$ cat config.mk
export PLATFORM = sky130hd
export DESIGN_NAME = uart_rx_packet_ctrl
export DESIGN_NICKNAME = d
export VERILOG_FILES = /design/src/rtl/uart_rx_packet_ctrl.sv
export SDC_FILE = /design/constraint.sdc
export NUM_CORES = 1
export LEC_CHECK = 0
export CAP_MARGIN = 30
export CORE_ASPECT_RATIO = 1.4
export CORE_UTILIZATION = 25
export CTS_CLUSTER_DIAMETER = 150
export CTS_CLUSTER_SIZE = 25
export DETAILED_ROUTE_END_ITERATION = 8
export GPL_TIMING_DRIVEN = 0
export HOLD_SLACK_MARGIN = 0.08
export PLACE_DENSITY_LB_ADDON = 0.15
export SKIP_CTS_REPAIR_TIMING = 1
export SLEW_MARGIN = 20
export SYNTH_ARGS = -nofsm -noshare
export SYNTH_HDL_FRONTEND = slang
export SYNTH_SLANG_ARGS = --single-unit
export TNS_END_PERCENT = 50
$ cat constraint.sdc
create_clock -name clk -period 5.15 [get_ports clk]
set_input_delay 1.03 -clock clk [delete_from_list [all_inputs] [get_ports clk]]
set_output_delay 1.03 -clock clk [all_outputs]
set_load 0.01 [all_outputs]
$ cat src/rtl/uart_rx_packet_ctrl.sv
// Frames the UART RX byte stream into length-prefixed, checksummed packets.
// The payload is buffered and released over valid/ready only after the checksum passes.
module uart_rx_packet_ctrl #(
    parameter logic [7:0] SYNC_BYTE      = 8'hA5,
    parameter int         MAX_LEN        = 16,
    parameter int         TIMEOUT_CYCLES = 1000
) (
    input  logic       clk,
    input  logic       reset_n,
    input  logic       i_Rx_Done,
    input  logic [7:0] i_Rx_Byte,
    output logic       o_Pkt_Valid,
    input  logic       i_Pkt_Ready,
    output logic [7:0] o_Pkt_Byte,
    output logic       o_Pkt_Last,
    output logic [7:0] o_Pkt_Len,
    output logic       o_Busy,
    output logic       o_Chk_Err,
    output logic       o_Len_Err,
    output logic       o_Timeout,
    output logic       o_Overrun
);

    localparam int PW = $clog2(MAX_LEN + 1);
    localparam int AW = (MAX_LEN > 1) ? $clog2(MAX_LEN) : 1;
    localparam int TW = $clog2(TIMEOUT_CYCLES + 1);
    localparam logic [PW-1:0] PTR_ONE  = 1;
    localparam logic [TW-1:0] TMO_ONE  = 1;
    localparam logic [TW-1:0] TMO_LAST = TW'(TIMEOUT_CYCLES - 1);
    localparam logic [7:0]    LEN_MAX  = 8'(MAX_LEN);

    typedef enum logic [2:0] {S_HUNT, S_LEN, S_PAYLOAD, S_CHECK, S_DRAIN} state_t;

    state_t        r_state;
    logic [7:0]    r_len;
    logic [7:0]    r_acc;
    logic [PW-1:0] r_wr_ptr;
    logic [PW-1:0] r_rd_ptr;
    logic [TW-1:0] r_tmo;
    logic [7:0]    r_buf [0:MAX_LEN-1];
    logic          r_pkt_valid;
    logic [7:0]    r_pkt_byte;
    logic          r_pkt_last;
    logic [7:0]    r_pkt_len;
    logic          r_chk_err;
    logic          r_len_err;
    logic          r_timeout;
    logic          r_overrun;

    logic [7:0]    w_acc_sum;
    logic [PW-1:0] w_wr_nxt;
    logic [PW-1:0] w_rd_nxt;
    logic          w_in_pkt;
    logic          w_xfer;

    assign w_acc_sum = r_acc + i_Rx_Byte;
    assign w_wr_nxt  = r_wr_ptr + PTR_ONE;
    assign w_rd_nxt  = r_rd_ptr + PTR_ONE;
    assign w_in_pkt  = (r_state == S_LEN) || (r_state == S_PAYLOAD) || (r_state == S_CHECK);
    assign w_xfer    = r_pkt_valid & i_Pkt_Ready;

    // Write is gated by wr_ptr < LEN <= MAX_LEN, so the truncated index never aliases.
    always_ff @(posedge clk) begin
        if (r_state == S_PAYLOAD && i_Rx_Done)
            r_buf[r_wr_ptr[AW-1:0]] <= i_Rx_Byte;
    end

    always_ff @(posedge clk or negedge reset_n) begin
        if (!reset_n) begin
            r_state     <= S_HUNT;
            r_len       <= 8'h00;
            r_acc       <= 8'h00;
            r_wr_ptr    <= '0;
            r_rd_ptr    <= '0;
            r_tmo       <= '0;
            r_pkt_valid <= 1'b0;
            r_pkt_byte  <= 8'h00;
            r_pkt_last  <= 1'b0;
            r_pkt_len   <= 8'h00;
            r_chk_err   <= 1'b0;
            r_len_err   <= 1'b0;
            r_timeout   <= 1'b0;
            r_overrun   <= 1'b0;
        end else begin
            r_chk_err <= 1'b0;
            r_len_err <= 1'b0;
            r_timeout <= 1'b0;
            r_overrun <= 1'b0;

            // A strobe on the expiry cycle is handled below as a byte, so it wins.
            if (w_in_pkt && !i_Rx_Done) begin
                if (r_tmo == TMO_LAST) begin
                    r_timeout <= 1'b1;
                    r_state   <= S_HUNT;
                end else begin
                    r_tmo <= r_tmo + TMO_ONE;
                end
            end

            case (r_state)
                S_HUNT: begin
                    if (i_Rx_Done && i_Rx_Byte == SYNC_BYTE) begin
                        r_state <= S_LEN;
                        r_tmo   <= '0;
                    end
                end
                S_LEN: begin
                    if (i_Rx_Done) begin
                        r_tmo    <= '0;
                        r_len    <= i_Rx_Byte;
                        r_acc    <= i_Rx_Byte;
                        r_wr_ptr <= '0;
                        if (i_Rx_Byte == 8'h00 || i_Rx_Byte > LEN_MAX) begin
                            r_len_err <= 1'b1;
                            r_state   <= S_HUNT;
                        end else begin
                            r_state <= S_PAYLOAD;
                        end
                    end
                end
                S_PAYLOAD: begin
                    if (i_Rx_Done) begin
                        r_tmo    <= '0;
                        r_acc    <= w_acc_sum;
                        r_wr_ptr <= w_wr_nxt;
                        if (8'(w_wr_nxt) == r_len)
                            r_state <= S_CHECK;
                    end
                end
                S_CHECK: begin
                    if (i_Rx_Done) begin
                        r_tmo <= '0;
                        if (w_acc_sum == 8'h00) begin
                            r_state     <= S_DRAIN;
                            r_rd_ptr    <= '0;
                            r_pkt_valid <= 1'b1;
                            r_pkt_byte  <= r_buf[0];
                            r_pkt_last  <= (r_len == 8'd1);
                            r_pkt_len   <= r_len;
                        end else begin
                            r_chk_err <= 1'b1;
                            r_state   <= S_HUNT;
                        end
                    end
                end
                S_DRAIN: begin
                    if (i_Rx_Done)
                        r_overrun <= 1'b1;
                    if (w_xfer) begin
                        if (r_pkt_last) begin
                            r_state     <= S_HUNT;
                            r_pkt_valid <= 1'b0;
                            r_pkt_last  <= 1'b0;
                            r_pkt_byte  <= 8'h00;
                        end else begin
                            r_rd_ptr   <= w_rd_nxt;
                            r_pkt_byte <= r_buf[w_rd_nxt[AW-1:0]];
                            r_pkt_last <= (8'(w_rd_nxt) == r_len - 8'd1);
                        end
                    end
                end
                default: r_state <= S_HUNT;
            endcase
        end
    end

    assign o_Pkt_Valid = r_pkt_valid;
    assign o_Pkt_Byte  = r_pkt_byte;
    assign o_Pkt_Last  = r_pkt_last;
    assign o_Pkt_Len   = r_pkt_len;
    assign o_Busy      = (r_state != S_HUNT);
    assign o_Chk_Err   = r_chk_err;
    assign o_Len_Err   = r_len_err;
    assign o_Timeout   = r_timeout;
    assign o_Overrun   = r_overrun;

endmodule

After elaboration in Yosys (flattened, before gate mapping)
Memory sizes are Yosys's and may differ from the RTL's.
Cells that the tools add are included.
Operators by class
  $add $sub $neg: 5
  multiply operators: 0
  div/mod/pow operators: 0
  magnitude comparators: 1
  equality and inequality tests: 16
  shift operators: 0
  multiplexer cells: 55
  bitwise gates (word level): 1
  reductions and logical operators: 20
Operator list (number)
  $mux W8: 6
  $mux W10: 4
  $pmux W8 S2: 2
  $mux W3: 10
  $mux W5: 6
  $mux W1: 20
  $pmux W10 S2: 1
  $pmux W5 S2: 2
  $eq A5 B8 Y1: 2
  $logic_not A8 Y1: 2
  $pmux W3 S5: 1
  $ne A2 B2 Y1 const B: 6
  $add A10 B1 Y10 const B: 1
  $add A5 B1 Y5 const B: 2
  $eq A10 B10 Y1 const B: 1
  $reduce_and A5 Y1: 2
  $add A8 B8 Y8: 1
  $eq A8 B1 Y1 const B: 1
  $eq A8 B8 Y1 const B: 1
  $gt A8 B5 Y1 const B: 1
  $sub A8 B1 Y8 const B: 1
  $eq A3 B2 Y1 const B: 2
  $reduce_and A3 Y1: 2
  $pmux W1 S2: 2
  14 further kinds: 19
Word-level totals
  register bits after elaboration: 61
  latch bits: 0
  bits in writable memories: 128
  bits in read-only memories: 0
  input port bits: 12
  output and inout bits: 23
  logic and storage cells: 113
  memories kept: 1
Memory list
  r_buf: depth 16, width 8, read ports 2, clocked after memory_dff 0, wr ports 1, RTL line 40  | logic [7:0] r_buf [0:MAX_LEN-1];

Longest topological paths before layout
Gate-level depths: netlist of the first run.
  depth in word-level cells: 8
  mapped depth: 10
  mapped depth without buffers: 9

Worst setup path before layout of the first run
Ideal clock, no wire load.
  path type: in2reg
  start: input i_Rx_Byte[0]
  end: register r_pkt_byte[4], in the netlist o_Pkt_Byte[4]
  library setup time: 0.125 ns
  arrival time: 3.422 ns
  required time: 5.025 ns
  path slack: 1.603 ns
  stages: 10
  buffers on the path: 1
  path through: ha_1 > inv_1 > fa_1 > nand2b_1 > a211oi_1 > a2bb2oi_1 > or4_4 > o21ai_4 > buf_6 > mux2_4
Between the ends
  cells in the longest elaborated chain, start to end: 4
Ends and longest elaborated chain
  start, declared: RTL line 11  | input logic [7:0] i_Rx_Byte,
  $add A8 B8 Y8: RTL line 56  | assign w_acc_sum = r_acc + i_Rx_Byte;
  $logic_not A8 Y1: RTL line 133  | if (w_acc_sum == 8'h00) begin
  $ne A2 B1 Y1 (no source line)
  $reduce_and A4 Y1 (no source line)
  end signal, assigned: RTL line 137  | r_pkt_byte <= r_buf[0];
  end signal, assigned: RTL line 157  | r_pkt_byte <= r_buf[w_rd_nxt[AW-1:0]];
  end, declared: RTL line 42  | logic [7:0] r_pkt_byte;
No other way between the ends.
A chain may end at the register's enable or synchronous reset.

Worst setup path in the final report of the first run
  start: input i_Rx_Byte[1]
  end: register r_pkt_byte[5], in the netlist o_Pkt_Byte[5]
Same word-level chain as after synthesis.

==> impl_metrics.yaml, run 1 <==
outcome:
  status: "finished clean"
worst_setup_path:
  cp_max_fo: 14
  required_ns: 5.47
  arrival_ns: 4.82
  critical_path_class: "primary input to flip-flop"
  cp-start-kind: "primary input"
  end_kind: "flip-flop"
synth:
  yosysTopAreaCell: "edfxtp_1"
  synth_area_um2: 8600
  ys_seq_area_share_pct: 62.5
  postSynthAreaPerCell_um2: 14.6
  yosysWarnings: 0
  synth-seq-cells: 189
  synthCells: 587
  synthTopCellsByArea: "edfxtp_1, dfrtp_1, mux4_2"
  synth.distinct_cells: 63
  synth_edf_count: 128
  ys.flop_type: "edfxtp_1"
  async_flop_share_pct: 32.3
  netlist.area_leader.share_pct: 44.7
  synth_nets: 615
  yosysMostFrequentCell: "edfxtp_1"
  ys_top_cells_by_count: "edfxtp_1, dfrtp_1, nand2_1"
floorplanning:
  rows: 80
  design.die.area_um2: 35100
  pin_count: 35
  die_w_um: 159
  coreArea_um2: 33900
  die_y_um: 221
  start_util_pct: 25.3
clock_network:
  root_buffer: "clkbuf_16"
  clk_latency_ns: 0.44
  cts_tree: "built"
  h-tree-depth: 4
  clk_pin_slew_ns: 0.07
  clock-sinks: 189
  clockBufferDepth: 2
  cts_buffers: 17
routing:
  routed_wl_um: 23000
  dr.pass1.iters: 4
  wl_per_cell_um: 20.7
  drc_errors: 0
  drt_iter0_markers: 292
  via_count: 5198
  drtAntennaViolNets: 0
  vias_per_cell: 4.68
timing:
  setup_ws_ns: 0.648
  slew_headroom_pct: 36.5
  setup_viol: 0
  tightestPinTransition_ns: 0.949
  maxSlewViolCount: 0
  clock-skew-final_ns: 0.0188
  rsz0062_at_grt: "no"
  max_freq_ghz: 0.222
  hold_violations: 0
  whs_ns: 0.479
  min_period_over_period_pct: 87.4
  min_period_ns: 4.50
finish:
  final_layout_size_suffix_gt1_share_pct: 18.7
  n_antenna_cell: 0
  stdcell_area_um2: 10200
  syn2layout_area_growth_pct: 19.0
  final_nets: 675
place:
  place_area_um2: 9620
  globalplace.congestion: 0.796
  pre_cts_ws_ns: -0.116
  io_buffers: 33
  dp_hpwl_um: 16200
pwr:
  p_per_area_nw_per_um2: 299
  ir_worst_vdd_v: 0.000166
  p_leak_uw: 0.00364
global_route:
  track_usage_pct: 13.6
  overflow: 0
  grt_pass1_wl_um: 35000
  antenna_found_initial: 0
  grt_max_degree: 42
  grt_pass1_vias: 5591
flow_run:
  drv_cap: 0
worst_hold_path:
  holdCritPathClass: "primary input to asynchronous set/reset pin"
-- where the power goes --
part,switching (uW),internal (uW)
registers,1.94,1620
logic,71.4,39.1
clock network,632,684
-- cells by family after synthesis --
logic type / synth area share (%)
compound gates: 6.85
xor+xnor: 3.36
fa+ha+maj: 2.42
buf+inv: 2.97
flops: 62.5
mux: 13.1
simple gates: 8.86
-- per-stage QoR --
stage / power [uW] / setup TNS, ns / std cells / util [%]
finish: 3050 / 0 / 1110 / 30.1
global placement: 1760 / -0.194 / 1071 / 28.0
global route: 3150 / 0 / 1110 / 30.1
CTS: 3090 / 0 / 1108 / 30.1
floorplan: 1700 / 0 / 587 / -
detailed placement: 1770 / -0.322 / 1077 / 28.4
-- layout by cell type, fill, tap and decap left out, drive strengths merged, types with 15 or more instances in the layout --
| cell type | Yosys | routed |
|---|---|---|
| clkdlybuf4s50 | 0 | 32 |
| nor2 | 41 | 41 |
| clkbuf | 20 | 37 |
| dfrtp | 61 | 61 |
| buf | 8 | 17 |
| ha | 15 | 15 |
| o21ai | 28 | 28 |
| nor3 | 17 | 17 |
| nand2 | 46 | 46 |
| a21oi | 16 | 16 |
| xor2 | 19 | 19 |
| inv | 17 | 23 |
| mux4 | 40 | 40 |
| mux2 | 15 | 15 |
| edfxtp | 128 | 128 |
-- layout make-up --
| class | count | area [um2] |
|---|---|---|
| Fill cell | 3391 | 23700 |
| Sequential cell | 189 | 5370 |
| Multi-Input combinational cell | 353 | 3010 |
| Tap cell | 451 | 564 |
| Timing Repair Buffer | 41 | 449 |
| Clock buffer | 17 | 425 |
| Buffer | 28 | 191 |
| Clock inverter | 14 | 151 |
| Inverter | 17 | 63.8 |
-- registers in the layout, summed over array words and instances (netlist names) --
| register | flops |
|---|---|
| o_Timeout | 1 |
| r_tmo | 10 |
| o_Pkt_Valid | 1 |
| r_len | 8 |
| r_wr_ptr | 5 |
| o_Pkt_Byte | 8 |
| r_acc | 8 |
| r_rd_ptr | 5 |
| o_Len_Err | 1 |
| o_Chk_Err | 1 |
| o_Overrun | 1 |
| o_Pkt_Len | 8 |
| r_buf | 128 |
| o_Pkt_Last | 1 |
| r_state | 3 |
-- critical path: stages --
cell and delay, ns:
clkdlybuf4s50_1 0.77, buf_8 0.24, inv_1 0.08, fa_1 0.46, nand2b_1 0.18, a211oi_1 0.39, a2bb2oi_1 0.21, or4_4 0.62
o21ai_4 0.30, buf_6 0.21, mux2_4 0.31
-- metal layers --
layer | wire (um) | share of wire (%) | track usage [%]
met4 | 817 | 3.6 | 6.36
met1 | 9370 | 41 | 15.5
met2 | 12100 | 53 | 24.3
met5 | 0 | 0 | 0
met3 | 636 | 2.8 | 2.53
-- path summary, 6_finish.rpt --
kind,cells after the start,from,slack [ns],endpoint
setup / recovery,11,i_Rx_Byte[1],0.65,o_Pkt_Byte[5]
hold / removal,1,reset_n,0.48,r_tmo[1]
setup reg to reg,7,r_rd_ptr[1],1.65,o_Pkt_Byte[1]
hold reg to reg,2,r_acc[5],0.49,r_acc[5]
max in group asynchronous,2,reset_n,4.14,o_Pkt_Byte[3]
min in group clk,2,r_acc[5],0.49,r_acc[5]
No activity file was read; power rests on OpenSTA's default activity.
==> run 2: changes to the inputs <==
--- a/config.mk
+++ b/config.mk
@@ -5,6 +5,7 @@
 export SDC_FILE = /design/constraint.sdc
 export NUM_CORES = 1
 export LEC_CHECK = 0
+export ABC_AREA = 1
 export CAP_MARGIN = 30
 export CORE_ASPECT_RATIO = 1.4
 export CORE_UTILIZATION = 25
==> run 2 against run 1 <==
Against the previous run: clock skew fell by 0.0080 ns; worst setup slack better by 0.83 ns; final cell count is 30% higher; routed wire length grew 12%; synthesized cell count rose by 56%; first-iteration DRC count rose by 44%; global-route usage grew 1.5 points; sequential share of layout area fell by 0.99 points; sequential cell count is the same; area after synthesis is 3.1% higher; combinational power grew to 23 times the previous value; clock power hardly changed; largest power group is now combinational cells.
==> impl_metrics.yaml, run 2 <==
synth:
  synth_area_um2: 8870
  synth_edf_count: 128
  yosysMostFrequentCell: "nor2_1"
  synth-seq-cells: 189
  postSynthAreaPerCell_um2: 9.70
  ys.flop_type: "edfxtp_1"
  synth_nets: 942
  async_flop_share_pct: 32.3
  netlist.area_leader.share_pct: 43.3
  yosysWarnings: 0
  yosysTopAreaCell: "edfxtp_1"
  ys_seq_area_share_pct: 60.6
  ys_top_cells_by_count: "nor2_1, nand2_1, edfxtp_1"
  synthCells: 914
  synthTopCellsByArea: "edfxtp_1, dfrtp_1, nor2_1"
  synth.distinct_cells: 43
global_route:
  grt_pass1_vias: 6549
  overflow: 0
  grt_pass1_wl_um: 39700
  grt_max_degree: 34
  track_usage_pct: 15.1
  antenna_found_initial: 0
finish:
  final_layout_size_suffix_gt1_share_pct: 8.73
  n_antenna_cell: 0
  syn2layout_area_growth_pct: 17.6
  stdcell_area_um2: 10400
  largest_reg_flops: 128
  stdcell_count: 1441
  mostFrequentLayoutCells: "nor2_1, nand2_1, edfxtp_1, nand3_1, o21ai_0"
  final_common_cell: "nor2_1"
  final_nets: 1000
timing:
  min_period_ns: 3.67
  min_period_over_period_pct: 71.3
  slew_headroom_pct: 38.9
  rsz0062_at_grt: "no"
  max_freq_ghz: 0.272
  clock-skew-final_ns: 0.0109
  tightestPinTransition_ns: 0.914
  hold_violations: 0
  finalSetupTns_ns: 0
  whs_ns: 0.476
  maxSlewViolCount: 0
  setup_viol: 0
pwr:
  fin_total_pwr_uw: 5750
  ir_worst_vdd_v: 0.000263
  p_leak_uw: 0.00406
  p_per_area_nw_per_um2: 552
clock_network:
  cts_tree: "built"
  clockBufferDepth: 2
  clk_latency_ns: 0.45
  clock-sinks: 189
  clk_pin_slew_ns: 0.07
  cts_buffers: 17
  h-tree-depth: 4
  root_buffer: "clkbuf_16"
floorplanning:
  design.die.area_um2: 36200
  coreArea_um2: 35000
  die_w_um: 161
  rows: 81
  pin_count: 35
  start_util_pct: 25.4
  die_y_um: 225
worst_setup_path:
  cp_max_fo: 18
  cp_num_buf_inv: 3
  r2r-start: "r_rd_ptr[1]"
  required_ns: 5.49
  worstPathCellList: "clkdlybuf4s50_1 > ha_1 > inv_1 > nand2_1 > nand3_1 > nand2_1 > nand3_1 > nor2_1 > nand4_2 > buf_2 > nand2_1 > o21ai_1"
  arrival_ns: 4.01
  timing.critical_path.mode_cell: "nand2_1"
  end_kind: "flip-flop"
  critical_path_class: "primary input to flip-flop"
  crit_path_max_incr_delay_ns: 0.89
  cp_top_family: "buffers and inverters"
  crit_start: "i_Rx_Byte[2]"
  critPathSlowestCell: "clkdlybuf4s50_1"
  cp-start-kind: "primary input"
flow_run:
  drv_cap: 0
place:
  io_buffers: 33
  globalplace.congestion: 0.793
  place_inst: 1406
  dp_hpwl_um: 18500
  place_area_um2: 9810
worst_hold_path:
  holdCritPathClass: "flip-flop to flip-flop"
  hp-start: "o_Pkt_Byte[0]"
routing:
  dr.pass1.iters: 5
  wl_per_cell_um: 17.9
  drc_errors: 0
  vias_per_cell: 4.46
  routed_wl_um: 25700
  drt_iter0_markers: 420
  via_count: 6425
  drtAntennaViolNets: 0
outcome:
  status: "finished clean"
run 2: cell types whose count changed after synthesis, sizes merged, moves of 40 or more:
| cell | delta |
|---|---|
| inv | +42 |
| nor2 | +149 |
| nand2 | +119 |
| mux4 | -40 |
| nand3 | +78 |
| o21ai | +62 |
run 2: per-stage QoR:
step	utilization [%]	worst slack, ns
3_5_place_dp	28.0	0.542
2_1_floorplan	-	2.37
3_3_place_gp	27.9	0.410
5_1_grt	29.8	1.25
6_report	29.8	1.48
4_1_cts	29.7	1.04
run 2: area by class of cell:
| class | count | area (um2) |
|---|---|---|
| Multi-Input combinational cell | 632 | 3080 |
| Clock inverter | 12 | 144 |
| Timing Repair Buffer | 39 | 405 |
| Clock buffer | 20 | 437 |
| Fill cell | 3686 | 24500 |
| Buffer | 32 | 184 |
| Sequential cell | 189 | 5370 |
| Inverter | 61 | 236 |
| Tap cell | 456 | 571 |
run 2: worst paths after layout:
path,end,slack (ns),cells past startpoint
worst max-delay path,o_Pkt_Len[6],1.48,12
worst min-delay path,o_Pkt_Byte[0],0.48,2
worst max register to register,o_Pkt_Byte[2],2.44,13
worst min register to register,o_Pkt_Byte[0],0.48,2
max in group asynchronous,r_rd_ptr[1],4.11,2
min in group asynchronous,r_tmo[2],0.51,1
run 2: logic make-up (layout without fill, tap and decap cells):
group,count (synthesis),after routing,synth area share (%)
simple gates,475,475,23.2
flops,189,189,60.6
compound gates,124,124,7.29
buf+inv,93,164,4.74
xor+xnor,17,17,1.89
fa+ha+maj,16,16,2.34
run 2: report_power, final:
part	internal (uW)	total [uW]	switching (uW)	leakage [uW]
combinational	842	2520	1680	0.00184
clock	760	1350	588	0.000279
sequential	1760	1890	123	0.00194
run 2: metal layers:
metal / GRT usage [%] / routed length (um) / vias up
met5: 0 / 0 / -
li1: - / - / 3206
met4: 6.24 / 745 / 0
met2: 28.5 / 14100 / 94
met1: 16.4 / 10200 / 3093
met3: 2.62 / 656 / 32
run 2: worst reg2reg max path, cell delays in order (launching register included):
cell and delay (ns):
dfrtp_1 0.40, ha_1 0.28, buf_2 0.21, inv_1 0.16
buf_1 0.54, nor2_1 0.10, o21ai_0 0.10, nand3_1 0.19
nand3_1 0.19, nand2_1 0.08, nand2_1 0.06, nand2_1 0.11
nand3_1 0.12, nand2_1 0.06
==> run 3: changes to the inputs <==
==> constraint.sdc (replaced) <==
create_clock -name clk -period 3.7 [get_ports clk]
set_input_delay 0.74 -clock clk [delete_from_list [all_inputs] [get_ports clk]]
set_output_delay 0.74 -clock clk [all_outputs]
set_load 0.01 [all_outputs]
==> results of run 3 <==
Same layout as run 2 (identical final DEF). Status: finished clean.
Main changes from that run: setup slack after placement 0.542 ns -> -0.618 ns; setup slack after layout 1.48 ns -> 0.318 ns; hold slack 0.476 ns -> 0.216 ns; register-to-register setup slack 2.44 ns -> 0.99 ns; total power 5750 uW -> 8010 uW; worst IR drop on VDD 0.000263 V -> 0.000366 V
